<file path="src/rtl/xsim_mem_arbiter_if.sv">
// Signal bundle between the two memory clients, the arbiter and the
// simulation memory port. The arbiter connects through the slave modport;
// clients and the memory model connect through the master modport.
interface xsim_mem_arbiter_if;
  logic        c0_req_valid;
  logic        c0_req_write;
  logic [31:0] c0_req_handle;
  logic [31:0] c0_req_addr;
  logic [63:0] c0_req_wdata;
  logic        c0_req_ready;
  logic        c0_rsp_valid;
  logic [63:0] c0_rsp_data;
  logic        c0_rsp_ready;

  logic        c1_req_valid;
  logic        c1_req_write;
  logic [31:0] c1_req_handle;
  logic [31:0] c1_req_addr;
  logic [63:0] c1_req_wdata;
  logic        c1_req_ready;
  logic        c1_rsp_valid;
  logic [63:0] c1_rsp_data;
  logic        c1_rsp_ready;

  logic        en_read64;
  logic [31:0] read64_handle;
  logic [31:0] read64_addr;
  logic [63:0] read64_data;

  logic        en_write64;
  logic [31:0] write64_handle;
  logic [31:0] write64_addr;
  logic [63:0] write64_data;

  logic        busy;

  modport slave (
    input  c0_req_valid, c0_req_write, c0_req_handle, c0_req_addr, c0_req_wdata, c0_rsp_ready,
           c1_req_valid, c1_req_write, c1_req_handle, c1_req_addr, c1_req_wdata, c1_rsp_ready,
           read64_data,
    output c0_req_ready, c0_rsp_valid, c0_rsp_data,
           c1_req_ready, c1_rsp_valid, c1_rsp_data,
           en_read64, read64_handle, read64_addr,
           en_write64, write64_handle, write64_addr, write64_data,
           busy
  );

  modport master (
    output c0_req_valid, c0_req_write, c0_req_handle, c0_req_addr, c0_req_wdata, c0_rsp_ready,
           c1_req_valid, c1_req_write, c1_req_handle, c1_req_addr, c1_req_wdata, c1_rsp_ready,
           read64_data,
    input  c0_req_ready, c0_rsp_valid, c0_rsp_data,
           c1_req_ready, c1_rsp_valid, c1_rsp_data,
           en_read64, read64_handle, read64_addr,
           en_write64, write64_handle, write64_addr, write64_data,
           busy
  );
endinterface

</file>
<file path="src/rtl/xsim_mem_arbiter.sv">
// Two-client arbiter in front of a 64-bit simulation memory port.
// One transaction in flight at a time; round-robin or fixed priority.
module xsim_mem_arbiter #(
  parameter int RSP_LAT    = 1,
  parameter int FIXED_PRIO = 0
) (
  input logic               CLK,
  input logic               RST_N,
  xsim_mem_arbiter_if.slave bus
);

  typedef enum logic [2:0] {IDLE, ISSUE_W, ISSUE_R, WAIT_R, RSP} state_t;

  localparam logic [3:0] LAT = 4'(RSP_LAT);

  state_t      state;
  state_t      state_nxt;
  logic        last_grant;
  logic        win;
  logic        accept;
  logic        owner;
  logic [3:0]  cnt;
  logic [31:0] cmd_handle;
  logic [31:0] cmd_addr;
  logic [63:0] cmd_wdata;
  logic [63:0] rsp_data;

  // Arbitration, next-state decode and all handshake/enable outputs.
  always_comb begin
    state_nxt        = state;
    win              = 1'b0;
    accept           = 1'b0;
    bus.c0_req_ready = 1'b0;
    bus.c1_req_ready = 1'b0;
    bus.c0_rsp_valid = 1'b0;
    bus.c1_rsp_valid = 1'b0;
    bus.en_read64    = 1'b0;
    bus.en_write64   = 1'b0;
    case (state)
      IDLE: begin
        // Ready is held off while reset is asserted so nothing is granted then.
        if (RST_N && (bus.c0_req_valid || bus.c1_req_valid)) begin
          if (FIXED_PRIO != 0)
            win = !bus.c0_req_valid;
          else if (bus.c0_req_valid && bus.c1_req_valid)
            win = !last_grant;
          else
            win = bus.c1_req_valid;
          accept           = 1'b1;
          bus.c0_req_ready = !win;
          bus.c1_req_ready = win;
          if (win ? bus.c1_req_write : bus.c0_req_write)
            state_nxt = ISSUE_W;
          else
            state_nxt = ISSUE_R;
        end
      end
      ISSUE_W: begin
        bus.en_write64 = 1'b1;
        state_nxt      = IDLE;
      end
      ISSUE_R: begin
        bus.en_read64 = 1'b1;
        state_nxt     = WAIT_R;
      end
      WAIT_R: begin
        if (cnt <= 4'd1)
          state_nxt = RSP;
      end
      RSP: begin
        bus.c0_rsp_valid = !owner;
        bus.c1_rsp_valid = owner;
        if (owner ? bus.c1_rsp_ready : bus.c0_rsp_ready)
          state_nxt = IDLE;
      end
      default: state_nxt = IDLE;
    endcase
  end

  // State, grant pointer, latency counter and command/response registers.
  always_ff @(posedge CLK) begin
    if (!RST_N) begin
      state      <= IDLE;
      last_grant <= 1'b1;
      owner      <= 1'b0;
      cnt        <= 4'd0;
      cmd_handle <= 32'd0;
      cmd_addr   <= 32'd0;
      cmd_wdata  <= 64'd0;
      rsp_data   <= 64'd0;
    end else begin
      state <= state_nxt;
      if (accept) begin
        owner      <= win;
        last_grant <= win;
        cmd_handle <= win ? bus.c1_req_handle : bus.c0_req_handle;
        cmd_addr   <= win ? bus.c1_req_addr   : bus.c0_req_addr;
        cmd_wdata  <= win ? bus.c1_req_wdata  : bus.c0_req_wdata;
      end
      if (state == ISSUE_R) begin
        cnt <= LAT;
      end else if (state == WAIT_R) begin
        cnt <= cnt - 4'd1;
        if (cnt <= 4'd1)
          rsp_data <= bus.read64_data;
      end
    end
  end

  // Command fields come straight from the registers so they hold between pulses.
  assign bus.read64_handle  = cmd_handle;
  assign bus.read64_addr    = cmd_addr;
  assign bus.write64_handle = cmd_handle;
  assign bus.write64_addr   = cmd_addr;
  assign bus.write64_data   = cmd_wdata;
  assign bus.c0_rsp_data    = owner ? 64'd0 : rsp_data;
  assign bus.c1_rsp_data    = owner ? rsp_data : 64'd0;
  assign bus.busy           = (state != IDLE);

endmodule

</file>
<file path="src/flat_wrapper.sv">
// flat-port wrapper written by rule: the top's interface ports become plain ports
module xsim_mem_arbiter_flat 
#(
  parameter int RSP_LAT    = 1,
  parameter int FIXED_PRIO = 0
)
  (CLK, RST_N, bus_c0_req_valid, bus_c0_req_write, bus_c0_req_handle, bus_c0_req_addr, bus_c0_req_wdata, bus_c0_rsp_ready, bus_c1_req_valid, bus_c1_req_write, bus_c1_req_handle, bus_c1_req_addr, bus_c1_req_wdata, bus_c1_rsp_ready, bus_read64_data, bus_c0_req_ready, bus_c0_rsp_valid, bus_c0_rsp_data, bus_c1_req_ready, bus_c1_rsp_valid, bus_c1_rsp_data, bus_en_read64, bus_read64_handle, bus_read64_addr, bus_en_write64, bus_write64_handle, bus_write64_addr, bus_write64_data, bus_busy);
  xsim_mem_arbiter_if bus_i ();
  input logic CLK;
  input logic RST_N;
  input wire logic [$bits(bus_i.c0_req_valid)-1:0] bus_c0_req_valid;
  input wire logic [$bits(bus_i.c0_req_write)-1:0] bus_c0_req_write;
  input wire logic [$bits(bus_i.c0_req_handle)-1:0] bus_c0_req_handle;
  input wire logic [$bits(bus_i.c0_req_addr)-1:0] bus_c0_req_addr;
  input wire logic [$bits(bus_i.c0_req_wdata)-1:0] bus_c0_req_wdata;
  input wire logic [$bits(bus_i.c0_rsp_ready)-1:0] bus_c0_rsp_ready;
  input wire logic [$bits(bus_i.c1_req_valid)-1:0] bus_c1_req_valid;
  input wire logic [$bits(bus_i.c1_req_write)-1:0] bus_c1_req_write;
  input wire logic [$bits(bus_i.c1_req_handle)-1:0] bus_c1_req_handle;
  input wire logic [$bits(bus_i.c1_req_addr)-1:0] bus_c1_req_addr;
  input wire logic [$bits(bus_i.c1_req_wdata)-1:0] bus_c1_req_wdata;
  input wire logic [$bits(bus_i.c1_rsp_ready)-1:0] bus_c1_rsp_ready;
  input wire logic [$bits(bus_i.read64_data)-1:0] bus_read64_data;
  output wire logic [$bits(bus_i.c0_req_ready)-1:0] bus_c0_req_ready;
  output wire logic [$bits(bus_i.c0_rsp_valid)-1:0] bus_c0_rsp_valid;
  output wire logic [$bits(bus_i.c0_rsp_data)-1:0] bus_c0_rsp_data;
  output wire logic [$bits(bus_i.c1_req_ready)-1:0] bus_c1_req_ready;
  output wire logic [$bits(bus_i.c1_rsp_valid)-1:0] bus_c1_rsp_valid;
  output wire logic [$bits(bus_i.c1_rsp_data)-1:0] bus_c1_rsp_data;
  output wire logic [$bits(bus_i.en_read64)-1:0] bus_en_read64;
  output wire logic [$bits(bus_i.read64_handle)-1:0] bus_read64_handle;
  output wire logic [$bits(bus_i.read64_addr)-1:0] bus_read64_addr;
  output wire logic [$bits(bus_i.en_write64)-1:0] bus_en_write64;
  output wire logic [$bits(bus_i.write64_handle)-1:0] bus_write64_handle;
  output wire logic [$bits(bus_i.write64_addr)-1:0] bus_write64_addr;
  output wire logic [$bits(bus_i.write64_data)-1:0] bus_write64_data;
  output wire logic [$bits(bus_i.busy)-1:0] bus_busy;
  assign bus_i.c0_req_valid = bus_c0_req_valid;
  assign bus_i.c0_req_write = bus_c0_req_write;
  assign bus_i.c0_req_handle = bus_c0_req_handle;
  assign bus_i.c0_req_addr = bus_c0_req_addr;
  assign bus_i.c0_req_wdata = bus_c0_req_wdata;
  assign bus_i.c0_rsp_ready = bus_c0_rsp_ready;
  assign bus_i.c1_req_valid = bus_c1_req_valid;
  assign bus_i.c1_req_write = bus_c1_req_write;
  assign bus_i.c1_req_handle = bus_c1_req_handle;
  assign bus_i.c1_req_addr = bus_c1_req_addr;
  assign bus_i.c1_req_wdata = bus_c1_req_wdata;
  assign bus_i.c1_rsp_ready = bus_c1_rsp_ready;
  assign bus_i.read64_data = bus_read64_data;
  assign bus_c0_req_ready = bus_i.c0_req_ready;
  assign bus_c0_rsp_valid = bus_i.c0_rsp_valid;
  assign bus_c0_rsp_data = bus_i.c0_rsp_data;
  assign bus_c1_req_ready = bus_i.c1_req_ready;
  assign bus_c1_rsp_valid = bus_i.c1_rsp_valid;
  assign bus_c1_rsp_data = bus_i.c1_rsp_data;
  assign bus_en_read64 = bus_i.en_read64;
  assign bus_read64_handle = bus_i.read64_handle;
  assign bus_read64_addr = bus_i.read64_addr;
  assign bus_en_write64 = bus_i.en_write64;
  assign bus_write64_handle = bus_i.write64_handle;
  assign bus_write64_addr = bus_i.write64_addr;
  assign bus_write64_data = bus_i.write64_data;
  assign bus_busy = bus_i.busy;
  xsim_mem_arbiter #(.RSP_LAT(RSP_LAT), .FIXED_PRIO(FIXED_PRIO)) u_core (.CLK(CLK), .RST_N(RST_N), .bus(bus_i));
endmodule
</file>
<file path="config.mk">
export PLATFORM = sky130hd
export DESIGN_NAME = xsim_mem_arbiter_flat
export DESIGN_NICKNAME = d
export VERILOG_FILES = /design/src/rtl/xsim_mem_arbiter_if.sv /design/src/rtl/xsim_mem_arbiter.sv /design/src/flat_wrapper.sv
export SDC_FILE = /design/constraint.sdc
export NUM_CORES = 1
export LEC_CHECK = 0
export CAP_MARGIN = 20
export CORE_AREA = 2 2 252 254
export DETAILED_ROUTE_END_ITERATION = 12
export DIE_AREA = 0 0 254 256
export DONT_BUFFER_PORTS = 1
export GPL_ROUTABILITY_DRIVEN = 0
export GPL_TIMING_DRIVEN = 0
export PLACE_DENSITY_LB_ADDON = 0.1
export SYNTH_ARGS = -nofsm -noshare
export SYNTH_HDL_FRONTEND = slang
export SYNTH_SLANG_ARGS = --single-unit
</file>
<file path="constraint.sdc">
create_clock -name CLK -period 3.4 [get_ports CLK]
set_input_delay 0.68 -clock CLK [delete_from_list [all_inputs] [get_ports CLK]]
set_output_delay 0.68 -clock CLK [all_outputs]
set_load 0.01 [all_outputs]
</file>
# ---- Yosys cells after proc, flatten, opt, wreduce, memory -nomap -nowiden
# Index checks and enable logic that the tools add are counted.
dict set report totals {
  wordCells 59
  in_bits 328
  regBits 201
  output_inout_bits 327
}
dict set report op_classes {
  n_reduce_logical 12
  magnitude_cmp 1
  n_mux 27
  n_addsub 1
  bitwise 2
  eq_ne 7
}
# cell n
set op_table {}
lappend op_table {{$mux W64} 3}
lappend op_table {{$mux W32} 2}
lappend op_table {{$mux W1} 17}
lappend op_table {{$pmux W3 S4} 1}
lappend op_table {{$mux W3} 3}
lappend op_table {{$eq A3 B2 Y1 const B} 2}
lappend op_table {{$ne A2 B1 Y1 const B} 3}
lappend op_table {{$reduce_and A3 Y1} 2}
lappend op_table {{$le A4 B1 Y1 const B} 1}
lappend op_table {{$sub A4 B1 Y4 const B} 1}
lappend op_table {{$eq A3 B1 Y1 const B} 1}
lappend op_table {{$eq A3 B3 Y1 const B} 1}
lappend op_table {{$logic_not A1 Y1} 3}
lappend op_table {{$logic_not A3 Y1} 1}
lappend op_table {{$reduce_bool A3 Y1} 1}
lappend op_table {{$logic_and A1 B1 Y1} 2}
lappend op_table {{$mux W2} 1}
lappend op_table {{$not A1 Y1} 2}
lappend op_table {{$reduce_bool A2 Y1} 1}
lappend op_table {{$reduce_or A2 Y1} 1}
lappend op_table {{$logic_or A1 B1 Y1} 1}

# ---- Depth between registers and ports, before layout
dict set report logic_depth {
  ltp_word 8
  mapped_depth 7
  depth_no_buf 5
}

# ---- Worst setup path before layout
# OpenSTA, ideal clock, no wires.
dict set report synth_timing {
  path_kind {in2out}
  startpoint {in bus_c1_req_valid}
  endpoint {out bus_c1_req_ready}
  arrival_time_ns 1.444
  n_path_buf 1
  t_required_ns 2.720
  cell_stages 4
  setup_slack_ns 1.276
  cell_sequence {a21boi_2 > clkbuf_1 > nand3_1 > inv_1}
}
dict set report synth_between {
  elab_chain_len 6
  elab_cells_between_ends 8
  cone_classes {5 x mux; 3 x reduce/logical}
}
# element line_no
set synth_rtl {}
lappend synth_rtl {{from (decl)} flat_wrapper.sv:17} ;# input wire logic [$bits(bus_i.c1_req_valid)-1:0] bus_c1_req_valid;
lappend synth_rtl {{$logic_and A1 B1 Y1} xsim_mem_arbiter.sv:45} ;# else if (bus.c0_req_valid && bus.c1_req_valid)
lappend synth_rtl {{$mux W1} xsim_mem_arbiter.sv:45}
lappend synth_rtl {{$mux W1} xsim_mem_arbiter.sv:42} ;# if (RST_N && (bus.c0_req_valid || bus.c1_req_valid)) begin
lappend synth_rtl {{$mux W1} xsim_mem_arbiter.sv:39} ;# case (state)
lappend synth_rtl {{$mux W1 *} xsim_mem_arbiter.sv:42}
lappend synth_rtl {{$mux W1 *} xsim_mem_arbiter.sv:39}
lappend synth_rtl {{to (decl)} flat_wrapper.sv:27} ;# output wire logic [$bits(bus_i.c1_req_ready)-1:0] bus_c1_req_ready;
# Mark *: on every way between the ends. The rest lies on a longest branch, timed or not. The select of a mux whose other input is x is not followed.

# ---- Final worst setup path
dict set report layout_timing {
  startpoint {reg u_core.owner}
  endpoint {out bus_c1_rsp_data[56]}
}
dict set report layout_between {
  elab_chain_len 1
}
# element line_no
set layout_rtl {}
lappend layout_rtl {{from (decl)} xsim_mem_arbiter.sv:21} ;# logic owner;
lappend layout_rtl {{from (signal assigned)} xsim_mem_arbiter.sv:94} ;# owner <= win;
lappend layout_rtl {{$mux W64} xsim_mem_arbiter.sv:117} ;# assign bus.c1_rsp_data = owner ? rsp_data : 64'd0;
lappend layout_rtl {{to (decl)} flat_wrapper.sv:29} ;# output wire logic [$bits(bus_i.c1_rsp_data)-1:0] bus_c1_rsp_data;
# Every way passes these cells.

==> results_dict.tcl <==
set metrics [dict create \
    synth_edf_count 0 \
    root_buffer "clkbuf_16" \
    maxSlewHeadroom_pct 42.03 \
    grt_util_all_layers_pct 16.91 \
    synthTopCellsByArea "dfxtp_1, a311oi_1, a21oi_1" \
    max_freq_mhz 312.2 \
    maxSlewViolCount 0 \
    core_um2 62390 \
    synth-warning-count 0 \
    seqPwrFrac_pct 40.1 \
    hp-class "in2reg" \
    io_pins 655 \
    drc 0 \
    synthCells 1308 \
    die_height_um 256 \
    antenna_found_initial 4 \
    viasPerCell 4.623 \
    p_clk_share_pct 41.1 \
    ys_seq_area_share_pct 39.16 \
    pwr-share-comb_pct 18.9 \
    synth_common_cells "nand2_1, dfxtp_1, a21oi_1, a311oi_1, clkbuf_1" \
    async_flop_share_pct 0 \
    vias 10190 \
    cts_htree_levels 1 \
    p_per_area_nw_per_um2 592.5 \
    synth-seq-cells 201 \
    crit_path_top_delay_cell "dfxtp_1" \
    io_buffer_count 0 \
    critPathMaxFanout 10 \
    ir_drop_uv 319.0 \
    clock_sinks 201 \
    synth.most_common_cell "nand2_1" \
    clk_pin_slew_ns 0.06 \
    leakage_nw 4.361 \
    start_kind "flip-flop" \
    fin_crit_sh_pct 94.22 \
    synth_nets 1638 \
    rsz0062_at_grt "false" \
    max_cap_violations 0 \
    die_area_um2 65020 \
    synth_area_um2 10270 \
    die_w_um 254 \
    grt_overflow 0 \
    finalSetupTns_ns 0 \
    fin_nets 1668 \
    yosys.cell_types.count 35 \
    final_antenna_net_count 0 \
    cp.arrival_ns 2.52 \
    criticalPathCategory "reg2out" \
    path_cells "clkbuf_1, clkbuf_2, and2_1" \
    grt_pass1_vias 10530 \
    min_period_ns 3.203 \
    cts_buffers 28 \
    start_util_pct 16.47 \
    holdBufCountCts 0 \
    grt_max_degree 14 \
    grt_pass1_wl_mm 80.65 \
    total_power_mw 7.262 \
    wl_per_cell_um 26.31 \
    hold_viol_final 0 \
    switching_power_mw 2.446 \
    dp_hpwl_mm 45.48 \
    fp-row-count 92 \
    setup_viol 0 \
    clockBufferDepth 3 \
    skew_ns 0.01370 \
    synth_top_area_share_pct 39.16 \
    synth_area_per_cell_um2 7.855 \
    cts_tree "done" \
    synth-main-ff-cell "dfxtp_1" \
    p_int_mw 4.816 \
    clk_latency_ns 0.56 \
    drtIter0Drc 555 \
    areaGrowthSynthToFinish_pct 19.29 \
    outcome "completed" \
    critical-path-max-stage-delay_ns 0.62 \
    cp-end-kind "output pin" \
    drt_wl_total_mm 58.01 \
    drive_gt1_share_pct 13.92 \
    swShare_pct 33.68 \
    tightest_slew_ns 0.8696 \
    dr.pass1.iters 4 \
    cp_data_required_time_ns 2.72 \
    synth_top_cell_by_area "dfxtp_1" \
]
==> cells by family (layout without fill, tap and decap cells) <==
kind of cell               count (synthesis)  after routing  synth area share (%)
AOI/OAI and AO/OA                        403            403                 26.16
adders and majority gates                  2              2                0.2435
buffers and inverters                    220            270                 11.39
DFF                                      201            201                 39.16
muxes                                      1              1               0.09742
other                                      0              1                     0
and+or+nand+nor                          481            481                 22.95
==> worst max-delay path, delay by kind of cell, from the launching register on <==
kind	cells	cell delay, ns
buffers and inverters	2	0.99
and+or+nand+nor	1	0.33
DFF	1	0.62
==> power by group through the flow <==
stage / clock network, mW / registers (mW) / logic [mW]
4_1_cts: 3.08 / 2.92 / 1.39
2_1_floorplan: 0 / 2.82 / 0.986
3_5_place_dp: 0 / 2.97 / 1.39
6_report: 2.98 / 2.91 / 1.37
3_3_place_gp: 0 / 2.97 / 1.39
5_1_grt: 3.16 / 2.93 / 1.51
==> state kept, by name, summed over array words and instances, names as in the netlist <==
signal and count:
u_core.bus.read64_addr 32, u_core.owner 1, u_core.bus.read64_handle 32, u_core.cnt 4
u_core.state 3, u_core.bus.write64_data 64, u_core.rsp_data 64, u_core.last_grant 1
==> layout make-up <==
| cell class | instances | area (µm²) |
|---|---|---|
| Multi-Input combinational cell | 887 | 5081 |
| Tap cell | 846 | 1059 |
| Fill cell | 7136 | 50130 |
| Inverter | 6 | 22.52 |
| Clock inverter | 3 | 40.04 |
| Clock buffer | 47 | 873.3 |
| Sequential cell | 201 | 4024 |
| Buffer | 214 | 1155 |
| Antenna cell | 1 | 2.502 |
==> worst paths after layout <==
path                                                       start                                to  slack, ns  cells past startpoint
worst max-delay path                   u_core.owner$_SDFFE_PN0P_               bus_c1_rsp_data[56]       0.20                      3
worst min-delay path                                       RST_N    u_core.last_grant$_SDFFE_PN1P_       0.20                      1
worst max register to register        u_core.cnt[0]$_SDFFE_PN0P_   u_core.rsp_data[1]$_SDFFE_PN0P_       1.17                      7
worst min register to register  u_core.rsp_data[20]$_SDFFE_PN0P_  u_core.rsp_data[20]$_SDFFE_PN0P_       0.48                      2
==> timing repair <==
action,4_1_cts,5_1_grt
setup endpoints to repair,12,11
resized for setup,4,4
setup buffers,0,0
endpoints found under the hold margin,0,0
==> per-stage QoR <==
stage	hold WS [ns]	std cells	utilization, %	setup WS [ns]	instance area (µm²)
floorplan	0.4521	1308	-	1.276	10270
CTS	0.1615	2204	19.64	0.01084	12250
global route	0.1771	2204	19.64	0.1246	12250
finish	0.1969	2205	19.65	0.1966	12260
global placement	0.4649	2154	18.17	0.2638	11330
detailed placement	0.4725	2154	18.17	0.2532	11330
==> routing by layer <==
| metal | GRT usage [%] | share of wire (%) | vias to the layer above |
|---|---|---|---|
| met5 | 0 | 0.022 | - |
| met4 | 2.402 | 1.3 | 2 |
| met3 | 5.685 | 8.4 | 38 |
| met2 | 30.87 | 51 | 440 |
| met1 | 19.27 | 39 | 5001 |
| li1 | - | - | 4713 |
==> cells in the final DEF, fill, tap and decap left out, types with 2 or more instances in the layout <==
master	instances
clkinv_2	2
ha_1	2
nor2b_1	65
o31ai_1	67
or2_2	2
and2_1	65
clkbuf_2	6
clkbuf_8	8
nor2_1	6
clkbuf_16	29
buf_2	65
buf_4	70
a21oi_1	197
a311oi_1	128
nor3_1	4
dfxtp_1	201
o21ai_0	5
buf_1	3
nand2_1	260
inv_2	2
clkbuf_1	80
nand4_1	64
inv_1	4
nand3_1	3
nand3b_1	2
nor3b_1	4
Power figures use the tool's default switching activity.
